**src/rtl/frame_pixel_streamer.sv**
```systemverilog
// Raster-order frame renderer: snapshots sprite positions on request, then streams every
// pixel as RGB888 over valid/ready with doodle > block > background priority.
module frame_pixel_streamer #(
  parameter int unsigned SCREEN_WIDTH  = 64,
  parameter int unsigned SCREEN_HEIGHT = 128,
  parameter int unsigned NUM_BLOCKS    = 8,
  parameter int unsigned BLOCK_W       = 12,
  parameter int unsigned BLOCK_H       = 3,
  parameter int unsigned DOODLE_W      = 8,
  parameter int unsigned DOODLE_H      = 8,
  parameter int unsigned COORD_W       = 16,
  parameter logic [23:0] BG_COLOR      = 24'hFFFFFF,
  parameter logic [23:0] DOODLE_COLOR  = 24'h08FF08,
  parameter logic [23:0] BLOCK_COLOR   = 24'h8B5A2B
) (
  input  logic                          clk,
  input  logic                          rst_n,
  input  logic                          frame_req,
  input  logic [COORD_W-1:0]            doodle_x,
  input  logic [COORD_W-1:0]            doodle_y,
  input  logic [NUM_BLOCKS*COORD_W-1:0] blocks_x,
  input  logic [NUM_BLOCKS*COORD_W-1:0] blocks_y,
  input  logic [NUM_BLOCKS-1:0]         blocks_en,
  output logic                          busy,
  output logic                          pix_valid,
  input  logic                          pix_ready,
  output logic [23:0]                   pix_data,
  output logic [COORD_W-1:0]            pix_x,
  output logic [COORD_W-1:0]            pix_y,
  output logic                          pix_sof,
  output logic                          pix_eol,
  output logic                          pix_eof,
  output logic                          frame_done
);

  typedef enum logic {StIdle, StActive} state_e;

  localparam logic [COORD_W-1:0] LastX   = COORD_W'(SCREEN_WIDTH - 1);
  localparam logic [COORD_W-1:0] LastY   = COORD_W'(SCREEN_HEIGHT - 1);
  localparam logic [COORD_W:0]   DoodleW = (COORD_W + 1)'(DOODLE_W);
  localparam logic [COORD_W:0]   DoodleH = (COORD_W + 1)'(DOODLE_H);
  localparam logic [COORD_W:0]   BlockW  = (COORD_W + 1)'(BLOCK_W);
  localparam logic [COORD_W:0]   BlockH  = (COORD_W + 1)'(BLOCK_H);

  state_e                        r_state, w_state_next;
  logic [COORD_W-1:0]            r_doodle_x, r_doodle_y;
  logic [NUM_BLOCKS*COORD_W-1:0] r_blocks_x, r_blocks_y;
  logic [NUM_BLOCKS-1:0]         r_blocks_en;
  logic [COORD_W-1:0]            r_x, r_y;
  logic                          r_pix_valid, r_pix_sof, r_pix_eol, r_pix_eof, r_frame_done;
  logic [23:0]                   r_pix_data;
  logic [COORD_W-1:0]            r_pix_x, r_pix_y;

  logic                          w_start, w_load, w_xfer, w_last_xfer, w_busy;
  logic                          w_doodle_hit, w_block_hit;
  logic [23:0]                   w_color;

  // Extended-width compare so sprites near the coordinate limit never wrap onto the screen.
  function automatic logic hit(input logic [COORD_W-1:0] sx, input logic [COORD_W-1:0] sy,
                               input logic [COORD_W-1:0] px, input logic [COORD_W-1:0] py,
                               input logic [COORD_W:0] w, input logic [COORD_W:0] h);
    return (sx <= px) && ({1'b0, px} < ({1'b0, sx} + w)) &&
           (sy <= py) && ({1'b0, py} < ({1'b0, sy} + h));
  endfunction

  always_ff @(posedge clk or negedge rst_n) begin
    if (!rst_n) r_state <= StIdle;
    else        r_state <= w_state_next;
  end

  always_comb begin
    w_state_next = r_state;
    unique case (r_state)
      StIdle:   if (frame_req)   w_state_next = StActive;
      StActive: if (w_last_xfer) w_state_next = StIdle;
      default:                   w_state_next = StIdle;
    endcase
  end

  always_comb begin
    w_busy      = (r_state == StActive);
    w_start     = (r_state == StIdle) && frame_req;
    w_xfer      = r_pix_valid && pix_ready;
    w_last_xfer = w_busy && w_xfer && r_pix_eof;
    // Fill the empty output register once, then refill on every non-final transfer.
    w_load      = w_busy && (!r_pix_valid || (w_xfer && !r_pix_eof));
  end

  always_comb begin
    w_doodle_hit = hit(r_doodle_x, r_doodle_y, r_x, r_y, DoodleW, DoodleH);
    w_block_hit  = 1'b0;
    for (int unsigned i = 0; i < NUM_BLOCKS; i++) begin
      if (r_blocks_en[i] && hit(r_blocks_x[i*COORD_W +: COORD_W],
                                r_blocks_y[i*COORD_W +: COORD_W], r_x, r_y, BlockW, BlockH)) begin
        w_block_hit = 1'b1;
      end
    end
    if (w_doodle_hit)     w_color = DOODLE_COLOR;
    else if (w_block_hit) w_color = BLOCK_COLOR;
    else                  w_color = BG_COLOR;
  end

  always_ff @(posedge clk or negedge rst_n) begin
    if (!rst_n) begin
      r_doodle_x  <= '0;
      r_doodle_y  <= '0;
      r_blocks_x  <= '0;
      r_blocks_y  <= '0;
      r_blocks_en <= '0;
    end else if (w_start) begin
      r_doodle_x  <= doodle_x;
      r_doodle_y  <= doodle_y;
      r_blocks_x  <= blocks_x;
      r_blocks_y  <= blocks_y;
      r_blocks_en <= blocks_en;
    end
  end

  always_ff @(posedge clk or negedge rst_n) begin
    if (!rst_n) begin
      r_x <= '0;
      r_y <= '0;
    end else if (w_start) begin
      r_x <= '0;
      r_y <= '0;
    end else if (w_load) begin
      if (r_x == LastX) begin
        r_x <= '0;
        r_y <= r_y + COORD_W'(1);
      end else begin
        r_x <= r_x + COORD_W'(1);
      end
    end
  end

  always_ff @(posedge clk or negedge rst_n) begin
    if (!rst_n) begin
      r_pix_valid  <= 1'b0;
      r_pix_data   <= '0;
      r_pix_x      <= '0;
      r_pix_y      <= '0;
      r_pix_sof    <= 1'b0;
      r_pix_eol    <= 1'b0;
      r_pix_eof    <= 1'b0;
      r_frame_done <= 1'b0;
    end else begin
      r_frame_done <= w_last_xfer;
      if (w_load) begin
        r_pix_valid <= 1'b1;
        r_pix_data  <= w_color;
        r_pix_x     <= r_x;
        r_pix_y     <= r_y;
        r_pix_sof   <= (r_x == '0) && (r_y == '0);
        r_pix_eol   <= (r_x == LastX);
        r_pix_eof   <= (r_x == LastX) && (r_y == LastY);
      end else if (w_last_xfer) begin
        r_pix_valid <= 1'b0;
      end
    end
  end

  assign busy       = w_busy;
  assign pix_valid  = r_pix_valid;
  assign pix_data   = r_pix_data;
  assign pix_x      = r_pix_x;
  assign pix_y      = r_pix_y;
  assign pix_sof    = r_pix_sof;
  assign pix_eol    = r_pix_eol;
  assign pix_eof    = r_pix_eof;
  assign frame_done = r_frame_done;

endmodule
```
**config.mk**
```make
export PLATFORM = sky130hd
export DESIGN_NAME = frame_pixel_streamer
export DESIGN_NICKNAME = d
export VERILOG_FILES = /design/src/rtl/frame_pixel_streamer.sv
export SDC_FILE = /design/constraint.sdc
export NUM_CORES = 2
export LEC_CHECK = 0
export ABC_AREA = 1
export ABC_CLOCK_PERIOD_IN_PS = 4910
export CAP_MARGIN = 20
export CORE_MARGIN = 2
export CORE_UTILIZATION = 47
export DETAILED_ROUTE_END_ITERATION = 10
export PLACE_DENSITY_LB_ADDON = 0.08
export RECOVER_POWER = 100
export SETUP_SLACK_MARGIN = 0.4
export SYNTH_ARGS = -nofsm -noshare
export SYNTH_HDL_FRONTEND = slang
export SYNTH_SLANG_ARGS = --single-unit
```
**constraint.sdc**
```tcl
create_clock -name clk -period 4.91 [get_ports clk]
set_clock_uncertainty 0.1 [all_clocks]
set_input_delay 0.982 -clock clk [delete_from_list [all_inputs] [get_ports clk]]
set_output_delay 0.982 -clock clk [all_outputs]
set_load 0.005 [all_outputs]
```
==> impl_metrics.env <==
export IMPL_r2r_cells=11
export IMPL_post_cts_resized=0
export IMPL_num_nets_final=5548
export IMPL_die_w_um=266
export IMPL_tightest_slew_ns=2.65
export IMPL_crit_path_start_kind="flop"
export IMPL_rsz0062_at_grt="no"
export IMPL_grt_pass1_wl_um=164000
export IMPL_vias=29800
export IMPL_maxCapViolCount=2
export IMPL_relSlewSlack_pct=-76.7
export IMPL_ys_warn_count=0
export IMPL_grt_max_degree=156
export IMPL_setup_violations_final=0
export IMPL_post_route_period_util_pct=85.8
export IMPL_synth_cell_types=52
export IMPL_antenna_left=0
export IMPL_wl_per_cell_um=19.3
export IMPL_antenna_found_initial=0
export IMPL_layout_commonest_cell="nand2_1"
export IMPL_drv_slew=322
export IMPL_violations="max-capacitance violations, max-slew violations"
export IMPL_synth_edff_count=0
export IMPL_track_usage_pct=30.3
export IMPL_ys_seq_area_share_pct=28.7
export IMPL_grt_overflow=0
export IMPL_holdPathStages=2
export IMPL_synth_seq_cells=370
export IMPL_clk_pin_slew_worst_paths_ns=0.06
export IMPL_fp_dieH_um=266
export IMPL_drive_gt1_share_pct=3.75
export IMPL_powerDensity_nw_per_um2=277
export IMPL_critPathRequiredTime_ns=5.34
export IMPL_crit_arrival_ns=4.64
export IMPL_dp_hpwl_um=77700
export IMPL_tns_ns=0
export IMPL_gp_congestion=0.911
export IMPL_cts_sinks=370
export IMPL_synthCells=4290
export IMPL_drtPass1Iterations=6
export IMPL_coreArea_sq_um=67500
export IMPL_rows=95
export IMPL_ys_async_sr_fraction_pct=100
export IMPL_layout_common_cells="nand2_1 (1,295), ha_1 (598), inv_1 (400), dfrtp_1 (370), nor2_1 (301)"
export IMPL_syn_to_final_growth_pct=19.1
export IMPL_status="finished, violations left"
export IMPL_vdd_drop_max_mv=0.236
export IMPL_hold_viol=0
export IMPL_holdWs_ns=0.375
export IMPL_root_buffer="clkbuf_16"
export IMPL_leakagePower_uw=0.0192
export IMPL_numPortBuffers=361
export IMPL_crit_type="flop to flop"
export IMPL_drt_iter0_markers=2324
export IMPL_drc=0
export IMPL_syn_area_sq_um=32200
export IMPL_htree_levels=2
export IMPL_avgSynthCellArea_sq_um=7.51
export IMPL_first_global_vias=28600
export IMPL_cts_buffer_depth=3
export IMPL_synth_nets=5188
export IMPL_post_cts_buffers=0
export IMPL_fillers=6500
export IMPL_endpoint_kind="flop"
export IMPL_ys_flop_type="dfrtp_1"
export IMPL_wirelength_um=107000
export IMPL_hp_class="flop to flop"
export IMPL_cts_buffers=47
export IMPL_die_area_sq_um=70700
export IMPL_via_per_inst=5.36
export IMPL_ctsHoldBuffers=0
export IMPL_max_freq_ghz=0.237
export IMPL_cp_max_fo=21
export IMPL_worstSkewPairLatency_ns=0.61
export IMPL_initial_core_util_pct=47.7
export IMPL_antennaDiodeCount=0
export IMPL_cts_tree="yes"
export IMPL_ios=362
export IMPL_period_needed_ns=4.21
[power by group]
part	switching, uW	internal [uW]
clock	1450	2140
sequential	271	3270
combinational	2120	1370
total	3850	6780
[cell families after synthesis]
kind of cell,share of synthesized area (%)
AOI/OAI and AO/OA,10.6
xor gates and xnor gates,5.68
buffers and inverters,6.16
and+or+nand+nor,25.6
DFF,28.7
adders and majority gates,23.2
[Yosys cell counts, types with 4 or more instances]
| cell | n | share of area, % |
|---|---|---|
| buf_4 | 20 | 0.47 |
| xor2_1 | 159 | 4.3 |
| o211ai_1 | 7 | 0.16 |
| nor4_1 | 15 | 0.29 |
| nand2_1 | 1294 | 15 |
| inv_2 | 12 | 0.14 |
| ha_1 | 598 | 23 |
| nor3b_1 | 7 | 0.16 |
| nor3_4 | 4 | 0.20 |
| clkbuf_1 | 72 | 0.84 |
| o21ai_1 | 6 | 0.093 |
| o21ai_0 | 275 | 4.3 |
| o21bai_1 | 12 | 0.28 |
| a211oi_1 | 9 | 0.21 |
| or2_2 | 5 | 0.097 |
| xnor2_1 | 50 | 1.4 |
| nand3_1 | 141 | 2.2 |
| nand3b_1 | 11 | 0.26 |
| nor2_1 | 299 | 3.5 |
| dfrtp_1 | 370 | 29 |
| nor3_2 | 11 | 0.34 |
| nor3_1 | 88 | 1.4 |
| inv_1 | 397 | 4.6 |
| a21oi_1 | 262 | 4.1 |
| nor2_2 | 9 | 0.17 |
| a21o_1 | 11 | 0.26 |
| o21a_1 | 28 | 0.65 |
| nand4_1 | 79 | 1.5 |
[cell type report]
class / instances / area, sq um / share of cell area, %
clock buffers: 67 / 1400 / 3.65
clock inverters: 20 / 193 / 0.502
inverters: 410 / 1540 / 4.02
multi-input cells: 3414 / 20900 / 54.5
flip-flops and latches: 370 / 9260 / 24.1
well taps: 873 / 1090 / 2.85
repair buffers: 407 / 3990 / 10.4
[through the flow]
stage / utilization, % / total power (uW) / instances / setup WS, ns / area, sq um
floorplan: - / 5590 / 4290 / 2.03 / 32200
global placement: 54.7 / 7020 / 5474 / 1.06 / 36900
detailed placement: 54.7 / 7070 / 5474 / 1.05 / 36900
CTS: 57.0 / 10700 / 5561 / 1.03 / 38500
global route: 56.8 / 11300 / 5561 / 0.467 / 38400
finish: 56.8 / 10600 / 5561 / 0.699 / 38400
[worst max-delay path: stages, from the launching register on]
cell and delay (ns):
dfrtp_1 0.74, inv_1 0.75, nand4_1 0.19, nor3_2 0.19
nand3_2 0.12, nor3b_1 0.53, nand2_4 0.24, nand2_1 0.68
inv_1 0.18, o21ai_0 0.19, nand2_1 0.07, a21oi_1 0.14
[flip-flops by register name, summed over array words and instances, names as in the netlist, 4 cells and up]
signal and cells:
r_blocks_en 8, r_doodle_x 16, r_doodle_y 16, pix_x 16
r_blocks_y 128, r_y 16, r_blocks_x 128, r_x 16
pix_y 16, pix_data 4
[routing by layer]
| layer | GRT usage (%) | part of all wire (%) |
|---|---|---|
| met2 | 50.5 | 46 |
| met5 | 0 | 0 |
| met4 | 10.5 | 3.6 |
| met1 | 40.3 | 44 |
| met3 | 3.98 | 6.4 |
[final timing paths]
check,startpoint,to,slack (ns)
max in group asynchronous,rst_n,r_blocks_x[89],1.34
max reg2reg,r_x[12],r_y[10],0.70
min,pix_x[15],pix_x[15],0.38
min in group asynchronous,rst_n,r_blocks_y[102],1.11
min reg2reg,pix_x[15],pix_x[15],0.38
max,r_x[12],r_y[10],0.70
Power figures use the tool's default switching activity.
